**src/rtl/uart_pkg.sv**
```systemverilog
// Shared constants and FSM state type for the bus-mapped UART transmitter.
// Build option: UART_PARITY_EN adds an even-parity bit (PARITY state, 11-bit frame).
package uart_pkg;

  localparam logic [4:0] OFF_TXDATA = 5'h00;
  localparam logic [4:0] OFF_STATUS = 5'h08;
  localparam logic [4:0] OFF_CTRL   = 5'h10;

  // Register index as decoded from bus_address[4:3]
  localparam logic [1:0] SEL_TXDATA = OFF_TXDATA[4:3];
  localparam logic [1:0] SEL_STATUS = OFF_STATUS[4:3];
  localparam logic [1:0] SEL_CTRL   = OFF_CTRL[4:3];

  localparam int unsigned STAT_BUSY      = 0;
  localparam int unsigned STAT_FULL      = 1;
  localparam int unsigned STAT_OVERRUN   = 2;
  localparam int unsigned STAT_EMPTY     = 3;
  localparam int unsigned STAT_COUNT_LSB = 8;

  localparam int unsigned CTRL_IRQ_EN = 0;

`ifdef UART_PARITY_EN
  typedef enum logic [2:0] {ST_IDLE, ST_START, ST_DATA, ST_PARITY, ST_STOP} state_t;
  localparam int unsigned FRAME_BITS = 11;
`else
  typedef enum logic [1:0] {ST_IDLE, ST_START, ST_DATA, ST_STOP} state_t;
  localparam int unsigned FRAME_BITS = 10;
`endif

endpackage

```
**src/rtl/uart_tx_bus_if.sv**
```systemverilog
// Core data-bus strobes seen by the UART register block.
interface uart_tx_bus_if;

  logic [63:0] bus_address;
  logic [63:0] bus_write_data;
  logic        bus_write_enable;
  logic        bus_read_enable;
  logic [63:0] bus_read_data;

  modport master (
    output bus_address, bus_write_data, bus_write_enable, bus_read_enable,
    input  bus_read_data
  );

  modport slave (
    input  bus_address, bus_write_data, bus_write_enable, bus_read_enable,
    output bus_read_data
  );

endinterface

```
**src/rtl/uart_fifo.sv**
```systemverilog
// Synchronous FIFO; pointers carry one extra wrap bit so full/empty need no flag.
module uart_fifo #(
  parameter int unsigned DEPTH = 8,
  parameter int unsigned WIDTH = 8
) (
  input  logic                     clk,
  input  logic                     reset,
  input  logic                     push,
  input  logic                     pop,
  input  logic [WIDTH-1:0]         wdata,
  output logic [WIDTH-1:0]         rdata,
  output logic                     full,
  output logic                     empty,
  output logic [$clog2(DEPTH):0]   count
);

  localparam int unsigned AW = $clog2(DEPTH);
  localparam logic [AW:0] PTR_ONE = 1;
  localparam logic [AW:0] PTR_DEPTH = DEPTH[AW:0];

  logic [WIDTH-1:0] mem [DEPTH];
  logic [AW:0]      wr_ptr;
  logic [AW:0]      rd_ptr;
  logic             push_ok;
  logic             pop_ok;

  always_comb begin
    count   = wr_ptr - rd_ptr;
    full    = (count == PTR_DEPTH);
    empty   = (wr_ptr == rd_ptr);
    // A pop in the same cycle frees the slot, so a push into a full FIFO is still taken
    push_ok = push && (!full || pop);
    pop_ok  = pop && !empty;
    rdata   = mem[rd_ptr[AW-1:0]];
  end

  always_ff @(posedge clk or negedge reset) begin
    if (!reset) begin
      wr_ptr <= '0;
      rd_ptr <= '0;
    end else begin
      if (push_ok) wr_ptr <= wr_ptr + PTR_ONE;
      if (pop_ok)  rd_ptr <= rd_ptr + PTR_ONE;
    end
  end

  always_ff @(posedge clk) begin
    if (push_ok) mem[wr_ptr[AW-1:0]] <= wdata;
  end

endmodule

```
**src/rtl/uart_tx_bus.sv**
```systemverilog
// Memory-mapped 8N1 UART transmitter with TX FIFO and drain interrupt.
// Build option: UART_PARITY_EN inserts an even-parity bit before STOP.
module uart_tx_bus
  import uart_pkg::*;
#(
  parameter logic [63:0] BASE_ADDR  = 64'h0000_0000_1000_0000,
  parameter int unsigned CLK_DIV    = 434,
  parameter int unsigned FIFO_DEPTH = 8,
  parameter logic [3:0]  IRQ_CODE   = 4'd1
) (
  input  logic               clk,
  input  logic               reset,
  uart_tx_bus_if.slave       bus,
  output logic               tx,
  output logic [3:0]         irq_vector,
  input  logic               irq_ack
);

  localparam int unsigned CNT_W = (CLK_DIV > 2) ? $clog2(CLK_DIV) : 1;
  localparam int unsigned AW    = $clog2(FIFO_DEPTH);
  localparam logic [CNT_W-1:0] BAUD_LAST = CNT_W'(CLK_DIV - 1);
  localparam logic [CNT_W-1:0] BAUD_ONE  = 1;

  logic             hit;
  logic [1:0]       reg_sel;
  logic             wr_txdata;
  logic             wr_status;
  logic             wr_ctrl;

  logic             push;
  logic             pop;
  logic             full;
  logic             empty;
  logic [AW:0]      count;
  logic [7:0]       fifo_data;

  state_t           state;
  logic [CNT_W-1:0] baud_cnt;
  logic [2:0]       bit_cnt;
  logic [7:0]       shift;
  logic             baud_done;
  logic             frame_done;
`ifdef UART_PARITY_EN
  logic             parity_bit;
`endif

  logic             overrun;
  logic             irq_en;
  logic             pending;
  logic             pending_next;
  logic             sent;
  logic [63:0]      status_word;
  logic [63:0]      read_mux;
  logic             unused_bits;

  assign unused_bits = ^{bus.bus_write_data[63:8], bus.bus_address[2:0]};

  always_comb begin
    hit       = (bus.bus_address[63:5] == BASE_ADDR[63:5]);
    reg_sel   = bus.bus_address[4:3];
    wr_txdata = bus.bus_write_enable && hit && (reg_sel == SEL_TXDATA);
    wr_status = bus.bus_write_enable && hit && (reg_sel == SEL_STATUS);
    wr_ctrl   = bus.bus_write_enable && hit && (reg_sel == SEL_CTRL);
    push      = wr_txdata;
    baud_done  = (baud_cnt == BAUD_LAST);
    frame_done = (state == ST_STOP) && baud_done;
    pop        = !empty && ((state == ST_IDLE) || frame_done);
  end

  uart_fifo #(
    .DEPTH (FIFO_DEPTH),
    .WIDTH (8)
  ) u_fifo (
    .clk   (clk),
    .reset (reset),
    .push  (push),
    .pop   (pop),
    .wdata (bus.bus_write_data[7:0]),
    .rdata (fifo_data),
    .full  (full),
    .empty (empty),
    .count (count)
  );

  // tx is registered alongside the state so each bit starts on the cycle its state is entered
  always_ff @(posedge clk or negedge reset) begin
    if (!reset) begin
      state    <= ST_IDLE;
      tx       <= 1'b1;
      baud_cnt <= '0;
      bit_cnt  <= '0;
      shift    <= '0;
`ifdef UART_PARITY_EN
      parity_bit <= 1'b0;
`endif
    end else begin
      case (state)
        ST_IDLE: begin
          tx       <= 1'b1;
          baud_cnt <= '0;
          if (!empty) begin
            shift   <= fifo_data;
            bit_cnt <= '0;
            tx      <= 1'b0;
            state   <= ST_START;
`ifdef UART_PARITY_EN
            parity_bit <= ^fifo_data;
`endif
          end
        end
        ST_START: begin
          if (baud_done) begin
            baud_cnt <= '0;
            tx       <= shift[0];
            state    <= ST_DATA;
          end else begin
            baud_cnt <= baud_cnt + BAUD_ONE;
          end
        end
        ST_DATA: begin
          if (baud_done) begin
            baud_cnt <= '0;
            if (bit_cnt == 3'd7) begin
`ifdef UART_PARITY_EN
              tx    <= parity_bit;
              state <= ST_PARITY;
`else
              tx    <= 1'b1;
              state <= ST_STOP;
`endif
            end else begin
              bit_cnt <= bit_cnt + 3'd1;
              shift   <= shift >> 1;
              tx      <= shift[1];
            end
          end else begin
            baud_cnt <= baud_cnt + BAUD_ONE;
          end
        end
`ifdef UART_PARITY_EN
        ST_PARITY: begin
          if (baud_done) begin
            baud_cnt <= '0;
            tx       <= 1'b1;
            state    <= ST_STOP;
          end else begin
            baud_cnt <= baud_cnt + BAUD_ONE;
          end
        end
`endif
        ST_STOP: begin
          if (baud_done) begin
            baud_cnt <= '0;
            if (!empty) begin
              shift   <= fifo_data;
              bit_cnt <= '0;
              tx      <= 1'b0;
              state   <= ST_START;
`ifdef UART_PARITY_EN
              parity_bit <= ^fifo_data;
`endif
            end else begin
              tx    <= 1'b1;
              state <= ST_IDLE;
            end
          end else begin
            baud_cnt <= baud_cnt + BAUD_ONE;
          end
        end
        default: begin
          tx       <= 1'b1;
          baud_cnt <= '0;
          state    <= ST_IDLE;
        end
      endcase
    end
  end

  always_comb begin
    pending_next = pending;
    if (frame_done && empty && irq_en && sent) pending_next = 1'b1;
    if (irq_ack && pending)                    pending_next = 1'b0;
    if (wr_ctrl && !bus.bus_write_data[CTRL_IRQ_EN]) pending_next = 1'b0;
  end

  always_comb begin
    status_word                          = '0;
    status_word[STAT_BUSY]               = (state != ST_IDLE);
    status_word[STAT_FULL]               = full;
    status_word[STAT_OVERRUN]            = overrun;
    status_word[STAT_EMPTY]              = empty;
    status_word[STAT_COUNT_LSB +: 8]     = 8'(count);

    read_mux = '0;
    if (hit) begin
      case (reg_sel)
        SEL_STATUS: read_mux = status_word;
        SEL_CTRL:   read_mux[CTRL_IRQ_EN] = irq_en;
        default:    read_mux = '0;
      endcase
    end
  end

  always_ff @(posedge clk or negedge reset) begin
    if (!reset) begin
      overrun           <= 1'b0;
      irq_en            <= 1'b0;
      pending           <= 1'b0;
      sent              <= 1'b0;
      irq_vector        <= '0;
      bus.bus_read_data <= '0;
    end else begin
      if (push && full && !pop) begin
        overrun <= 1'b1;
      end else if (wr_status && bus.bus_write_data[STAT_OVERRUN]) begin
        overrun <= 1'b0;
      end

      if (wr_ctrl) irq_en <= bus.bus_write_data[CTRL_IRQ_EN];

      // "Sent since last ack": only an ack that actually retires a pending request clears it
      if (pop) begin
        sent <= 1'b1;
      end else if (irq_ack && pending) begin
        sent <= 1'b0;
      end

      pending    <= pending_next;
      irq_vector <= pending_next ? IRQ_CODE : '0;

      if (bus.bus_read_enable) bus.bus_read_data <= read_mux;
    end
  end

endmodule

```
**src/flat_wrapper.sv**
```systemverilog
// flat-port wrapper written by rule: the top's interface ports become plain ports
module uart_tx_bus_flat import uart_pkg::*;
#(
  parameter logic [63:0] BASE_ADDR  = 64'h0000_0000_1000_0000,
  parameter int unsigned CLK_DIV    = 434,
  parameter int unsigned FIFO_DEPTH = 8,
  parameter logic [3:0]  IRQ_CODE   = 4'd1
)
  (clk, reset, tx, irq_vector, irq_ack, bus_bus_address, bus_bus_write_data, bus_bus_write_enable, bus_bus_read_enable, bus_bus_read_data);
  uart_tx_bus_if bus_i ();
  input  logic clk;
  input  logic reset;
  output logic tx;
  output logic [3:0] irq_vector;
  input  logic irq_ack;
  input wire logic [$bits(bus_i.bus_address)-1:0] bus_bus_address;
  input wire logic [$bits(bus_i.bus_write_data)-1:0] bus_bus_write_data;
  input wire logic [$bits(bus_i.bus_write_enable)-1:0] bus_bus_write_enable;
  input wire logic [$bits(bus_i.bus_read_enable)-1:0] bus_bus_read_enable;
  output wire logic [$bits(bus_i.bus_read_data)-1:0] bus_bus_read_data;
  assign bus_i.bus_address = bus_bus_address;
  assign bus_i.bus_write_data = bus_bus_write_data;
  assign bus_i.bus_write_enable = bus_bus_write_enable;
  assign bus_i.bus_read_enable = bus_bus_read_enable;
  assign bus_bus_read_data = bus_i.bus_read_data;
  uart_tx_bus #(.BASE_ADDR(BASE_ADDR), .CLK_DIV(CLK_DIV), .FIFO_DEPTH(FIFO_DEPTH), .IRQ_CODE(IRQ_CODE)) u_core (.clk(clk), .reset(reset), .bus(bus_i), .tx(tx), .irq_vector(irq_vector), .irq_ack(irq_ack));
endmodule
```
**config.mk**
```make
export PLATFORM = sky130hd
export DESIGN_NAME = uart_tx_bus_flat
export DESIGN_NICKNAME = d
export VERILOG_FILES = /design/src/rtl/uart_pkg.sv /design/src/rtl/uart_tx_bus_if.sv /design/src/rtl/uart_fifo.sv /design/src/rtl/uart_tx_bus.sv /design/src/flat_wrapper.sv
export SDC_FILE = /design/constraint.sdc
export NUM_CORES = 1
export LEC_CHECK = 0
export BUFFER_PORTS_ARGS = -buffer_cell sky130_fd_sc_hd__buf_4
export CORE_ASPECT_RATIO = 1.4
export CORE_UTILIZATION = 50
export CTS_CLUSTER_SIZE = 14
export DETAILED_ROUTE_END_ITERATION = 12
export PLACE_DENSITY_LB_ADDON = 0.15
export RECOVER_POWER = 100
export SETUP_SLACK_MARGIN = 0.4
export SYNTH_ARGS = -nofsm -noshare
export SYNTH_HDL_FRONTEND = slang
export SYNTH_SLANG_ARGS = --single-unit
export TNS_END_PERCENT = 10
```
**constraint.sdc**
```tcl
create_clock -name clk -period 4.35 [get_ports clk]
set_clock_uncertainty 0.1 [all_clocks]
set_input_delay 0.435 -clock clk [delete_from_list [all_inputs] [get_ports clk]]
set_output_delay 0.435 -clock clk [all_outputs]
set_load 0.005 [all_outputs]
```
# After elaboration in Yosys (flattened, before gate mapping)
# Memories as Yosys holds them, arrays and structs flattened.
# Index checks and enable logic that the tools add are counted.
# Widths: inputs -> output; s select.
totals:
  elab_cells: 105
  mem_bits_ro: 0
  mem_bits_rw: 64
  memories: 1
  latch_bits: 0
  inputBits: 133
  out_inout_bits: 69
  reg_bits: 103
classes:
  mul: 0
  n_div: 0
  bitwise: 0
  shift: 0
  muxes: 38
  reduce_logical: 32
  n_addsub: 5
  order_cmp: 0
  eq_ne: 16
memory_table:
  columns: ["name", "depth", "width", "rd", "rd_ports_with_merged_regs", "write_ports", "line", "text"]
  rows:
  - ["u_core.u_fifo.mem", 8, 8, 1, 0, 1, "uart_fifo.sv:21", "logic [WIDTH-1:0] mem [DEPTH];"]
ops:
  columns: ["cell", "n"]
  rows:
  - ["$mux 64", 1]
  - ["$eq 59x24->1 const B", 1]
  - ["$mux 8", 4]
  - ["$pmux 8 s3", 1]
  - ["$pmux 9 s2", 1]
  - ["$logic_and 1x1->1", 16]
  - ["$mux 1", 16]
  - ["$mux 3", 4]
  - ["$mux 11", 1]
  - ["$mux 2", 5]
  - ["$add 9x1->9 const B", 1]
  - ["$eq 9x9->1 const B", 1]
  - ["$mux 9", 1]
  - ["$pmux 3 s3", 1]
  - ["$add 4x1->4 const B", 2]
  - ["$ne 2x1->1 const B", 4]
  - ["$pmux 2 s4", 1]
  - ["$eq 2x2->1 const B", 3]
  - ["$reduce_bool 2->1", 3]
  - ["$reduce_and 5->1", 1]
  - ["$eq 2x1->1 const B", 2]
  - ["$eq 4x4->1", 1]
  - ["$eq 4x4->1 const B", 1]
  - ["$logic_not 1->1", 4]
  - ["other kinds (12)", 15]

# Depth between registers and ports, before layout
depth:
  depth_word: 9
  depth_mapped: 9
  mapped_depth_nobuf: 8

# Hierarchy
# Synthesis repeated with hierarchy kept, for this count alone.
hier_totals:
  hier_cells: 416
  hier_area_um2: 5410.2
modules_own_cells:
  columns: ["mod", "seq_area_each_um2", "cells_per_inst", "area_per_inst_um2", "n_inst"]
  rows:
  - ["uart_fifo", 2122.0, 170, 2971.6, 1]
  - ["uart_tx_bus", 877.1, 246, 2438.6, 1]

# Worst setup path before layout
# OpenSTA, ideal clock, no wires.
synth_path:
  path_type: "register to register"
  startpoint: "reg u_core.u_fifo.rd_ptr[1]"
  endpoint: "mem u_core.u_fifo.mem[0][0], enable pin"
  path_slack_ns: 0.940
  stages_incl_launch_ff: 10
  setup_ns: 0.395
  arrival_time_ns: 2.916
  required_ns: 3.855
  path_buffers: 2
  cell_sequence: "dfrtp_1 buf_2 buf_1 inv_1 ha_1 nand3b_1 nand2_1 xnor2_1 o311ai_4 nor4_1"
synth_via:
  elab_chain_len: 7
  word_cells_on_any_way: 10
synth_lines:
  columns: ["item", "line", "text"]
  rows:
  - ["start: declaration", "uart_fifo.sv:23", "logic [AW:0] rd_ptr;"]
  - ["start signal: assignment", "uart_fifo.sv:43", "if (pop_ok) rd_ptr <= rd_ptr + PTR_ONE;"]
  - ["$sub 4x4->4 or $eq 4x4->1 (tied branches)", "uart_fifo.sv:28, uart_fifo.sv:30", null]
  - ["$eq 4x4->1 or $logic_not 1->1 (tied branches)", "uart_fifo.sv:29, uart_tx_bus.sv:67", null]
  - ["$logic_not 1->1 or $logic_and 1x1->1 (tied branches)", "uart_fifo.sv:32, uart_tx_bus.sv:67", null]
  - ["$logic_or 1x1->1 *", "uart_fifo.sv:32", "push_ok = push && (!full || pop);"]
  - ["$logic_and 1x1->1 *", "uart_fifo.sv:32", null]
  - ["$mux 1 *", "uart_fifo.sv:48", "if (push_ok) mem[wr_ptr[AW-1:0]] <= wdata;"]
  - ["$mux 1 (implied by the code) *", "uart_fifo.sv:48", null]
  - ["end: declaration", "uart_fifo.sv:21", null]
# Mark *: on every way between the ends. The rest lies on a longest branch, timed or not.

# Worst setup path after layout
layout_path:
  startpoint: "reg u_core.u_fifo.rd_ptr[1]"
  endpoint: "mem u_core.u_fifo.mem[0][4], enable pin"
# The elaborated chain is that of the path after synthesis.

==> results.yml <==
outcome:
  run_status: "finished, violations left"
  failed_checks: "max-capacitance violations, max-slew violations"
power:
  fin_total_pwr_mw: 1.940
  internal-power_mw: 1.520
  fraction_of_power_spent_switching_nets_pct: 21.67
  power.net_switching_uw: 420.5
  p_comb_share_pct: 4.7
  ir_drop_v: 0.0003104
  seq_power_share_pct: 55.5
  share_clk_of_total_power_pct: 39.8
  power.static_leakage_nw: 2.554
  power_density_mw_per_mm2: 309.9
drt:
  drc: 0
  drt-initial-drc-count: 211
  drtAntennaViolNets: 0
  vias_per_cell: 5.113
  detailroute.via_count: 3334
  drt-pass1-iter-count: 4
  wl_um: 10270
  route.detailed.wl_per_inst_um: 15.75
placed_design:
  detailed_place_hpwl_um: 7421
  io_buffer_count: 83
  placed_cell_area_sq_mm: 0.006055
  globalplace.congestion: 0.8379
  dpl_worst_slack_ps: 1198
sta:
  fin_setup_tns_ps: 0
  fmax_achieved_mhz: 278.2
  layout_setup_ws_ps: 756.0
  timing.final.max_slew_violations: 44
  worst-slew-pin-transition_ps: 2330
  rsz0062_at_grt: "false"
  setup_viol: 0
  min_period_over_period_pct: 82.62
  final-hold-violation-count: 0
  slew_headroom_pct: -55.35
  timing.hold.ws_ps: 262.2
  fin_crit_ps: 3594
final_layout:
  final-seq-area_sq_mm: 0.002999
  drive_above_1_share_pct: 24.51
  most_common_library_cell_in_the_layout_ignoring_fill_and_taps: "sky130_fd_sc_hd__buf_4"
  fill_cells: 880
  final_area_sq_mm: 0.006260
  syn_to_final_growth_pct: 14.51
  multi_input_gate_area_sq_mm: 0.002046
  mostFrequentLayoutCells: "sky130_fd_sc_hd__buf_4 (71), sky130_fd_sc_hd__edfxtp_1 (64), sky130_fd_sc_hd__conb_1 (59), sky130_fd_sc_hd__dfrtp_1 (42), sky130_fd_sc_hd__nor4_1 (25)"
  antenna-diode-count: 0
  fin_nets: 662
synthesis:
  synth_largest_type_area_fraction_pct: 35.16
  postSynth.topFlopCell: "sky130_fd_sc_hd__edfxtp_1"
  synth-adder-area-share_pct: 4.486
  synth-edff-count: 64
  synth_top_family_by_area: "simple AND/OR/NAND/NOR gates"
  netlist_area_sq_mm: 0.005466
  instance_count_of_the_mapped_netlist: 417
  synth_mux_area_share_pct: 10.78
  asyncSetResetFlopFracSynth_pct: 40.19
  synthesis.yosys.warnings: 0
  synth-compound-area-share_pct: 5.333
  postSynthAreaPerCell_sq_um: 13.11
  synth.largest_area_cell: "sky130_fd_sc_hd__edfxtp_1"
  synth_xor_area_share_pct: 2.541
  synth_area_leaders: "sky130_fd_sc_hd__edfxtp_1 (35%), sky130_fd_sc_hd__dfrtp_1 (19%), sky130_fd_sc_hd__buf_4 (8.5%)"
  simple_gate_share_of_the_synthesized_area_pct: 10.99
  synth.ff_latch_count: 107
  synth-seq-area-share_pct: 54.86
  yosys.cell_types.count: 58
worst_setup_path:
  critical-path-max-stage-delay_ps: 780
  worstSetupStartpointType: "flip-flop"
  critPathSlowestCell: "sky130_fd_sc_hd__a21oi_1"
  timing.critical_path.max_delay_family: "compound AO/OA/AOI/OAI gates"
  worst-r2r-setup-slack_ps: 760
  sort_of_element_at_the_end_of_the_critical_path: "flip-flop"
  arrival_ps: 3470
  path_class: "flip-flop to flip-flop"
  highest_net_fanout_along_the_worst_path: 19
  cp_cell_sequence: "buf_4 -> inv_1 -> ha_1 -> and4_1 -> a21oi_1 -> o311ai_4 -> nor4_1 -> clkbuf_1"
  worst-endpoint-required_ps: 4230
  cp_num_cells: 8
  r2r.worst_path.cells: 8
  number_of_buffer_and_inverter_stages_on_the_critical_path: 3
floorplanning:
  core-area_sq_mm: 0.01052
  placement_rows: 44
  i_o_pins: 202
  chip_width_um: 90.37
  die_ar_sq_mm: 0.01136
  die_height_um: 125.7
  initial_standard_cell_utilization_of_the_core_pct: 51.99
clock_tree:
  clock-sinks: 107
  clock_latency_ps: 340
  cts_resized: 0
  cts.root.buffer_cell: "sky130_fd_sc_hd__clkbuf_16"
  cts_max_path_buffers: 2
  numCtsBuffers: 9
  clock_pin_slew_on_the_worst_setup_and_hold_paths_ps: 70
  htreeDepth: 3
  tritoncts_clock_tree: "done"
global_route:
  grt_antenna_before_repair: 0
  number_of_global_route_vias_before_repair: 3454
  grt_overflow_total: 0
  grtUsageTotal_pct: 19.30
  grt_first_pass_wirelength_um: 17110
  grt_max_degree: 44
hold_path:
  holdPathStages: 2
  min-delay-path-class: "primary input to flip-flop"
job:
  cap_viol_max_count: 1
power by group through the flow:
stage	Combinational [mW]	Clock [mW]	Sequential, mW
5_1_grt	0.102	0.828	1.08
3_3_place_gp	0.0910	0	1.10
2_1_floorplan	0.0585	0	1.10
4_1_cts	0.0948	0.794	1.08
6_report	0.0911	0.772	1.08
3_5_place_dp	0.0937	0	1.10
worst paths after layout:
check	start	to
setup / recovery	u_core.u_fifo.rd_ptr[1]	u_core.u_fifo.mem[0][4]
hold / removal	bus_bus_read_enable	u_core.bus.bus_read_data[0]
setup reg to reg	u_core.u_fifo.rd_ptr[1]	u_core.u_fifo.mem[0][4]
hold reg to reg	u_core.sent	u_core.sent
max in group asynchronous	reset	u_core.u_fifo.rd_ptr[1]
min in group asynchronous	reset	u_core.baud_cnt[8]
what timing repair did:
| action | in CTS | in global routing |
|---|---|---|
| hold buffers | 1 | 0 |
| buffers inserted | 0 | 0 |
| endpoints found under the hold margin | 14 | 0 |
per-layer routing:
| metal | global-route usage (%) | vias up | routed length [um] |
|---|---|---|---|
| met2 | 35.16 | 87 | 5496 |
| met3 | 3.684 | 9 | 386 |
| met1 | 23.35 | 1628 | 4255 |
| met4 | 5.028 | 0 | 133 |
| met5 | 0 | - | 0 |
| li1 | - | 1610 | - |
cell families (layout without fill, tap and decap cells):
family                     count (synthesis)  in the layout
DFF                                      107            107
xor gates and xnor gates                  15             15
AOI/OAI and AO/OA                         41             41
adders and majority gates                 19             19
buffers and inverters                     95            134
other                                      1             59
and+or+nand+nor                          102            102
muxes                                     37             37
cells in the mapped netlist, types with 2 or more instances:
cell type	n
sky130_fd_sc_hd__ha_1	18
sky130_fd_sc_hd__mux2_2	2
sky130_fd_sc_hd__a31oi_1	2
sky130_fd_sc_hd__mux2i_1	9
sky130_fd_sc_hd__nand3_1	8
sky130_fd_sc_hd__nor4_1	24
sky130_fd_sc_hd__nor4_2	3
sky130_fd_sc_hd__xnor2_1	10
sky130_fd_sc_hd__o22ai_1	6
sky130_fd_sc_hd__nand2_1	23
sky130_fd_sc_hd__buf_1	2
sky130_fd_sc_hd__mux2_1	9
sky130_fd_sc_hd__inv_1	23
sky130_fd_sc_hd__buf_4	62
sky130_fd_sc_hd__nor4b_1	2
sky130_fd_sc_hd__o21ai_0	13
sky130_fd_sc_hd__a21oi_1	6
sky130_fd_sc_hd__nand2b_1	3
sky130_fd_sc_hd__edfxtp_1	64
sky130_fd_sc_hd__o311ai_1	2
sky130_fd_sc_hd__a22oi_1	2
sky130_fd_sc_hd__nor3_1	7
sky130_fd_sc_hd__clkbuf_1	5
sky130_fd_sc_hd__and3_1	2
sky130_fd_sc_hd__nor2_1	11
sky130_fd_sc_hd__mux4_2	16
sky130_fd_sc_hd__dfrtp_1	42
sky130_fd_sc_hd__xor2_1	4
sky130_fd_sc_hd__nand4_1	8
area by class of cell:
class | instances | area share, %
clock buffers | 9 | 3.598
clock inverters | 6 | 0.8995
inverters | 24 | 1.439
multi-input cells | 273 | 32.68
flip-flops and latches | 107 | 47.91
well taps | 138 | 2.758
repair buffers | 95 | 10.71
per-stage QoR:
| stage | utilization, % | cells |
|---|---|---|
| global route | 59.53 | 652 |
| finish | 59.53 | 652 |
| global placement | 57.58 | 636 |
| detailed placement | 57.58 | 636 |
| CTS | 60.35 | 652 |
| floorplan | - | 475 |
registers in the layout, summed over array words and instances, names as in the netlist, 2 cells and up:
signal and flops:
u_core.baud_cnt 9, u_core.state 2, u_core.u_fifo.rd_ptr 4, u_core.u_fifo.mem 64
u_core.bus.bus_read_data 8, u_core.bit_cnt 3, u_core.shift 8, u_core.u_fifo.wr_ptr 4
(Power assumes the default switching activity.)
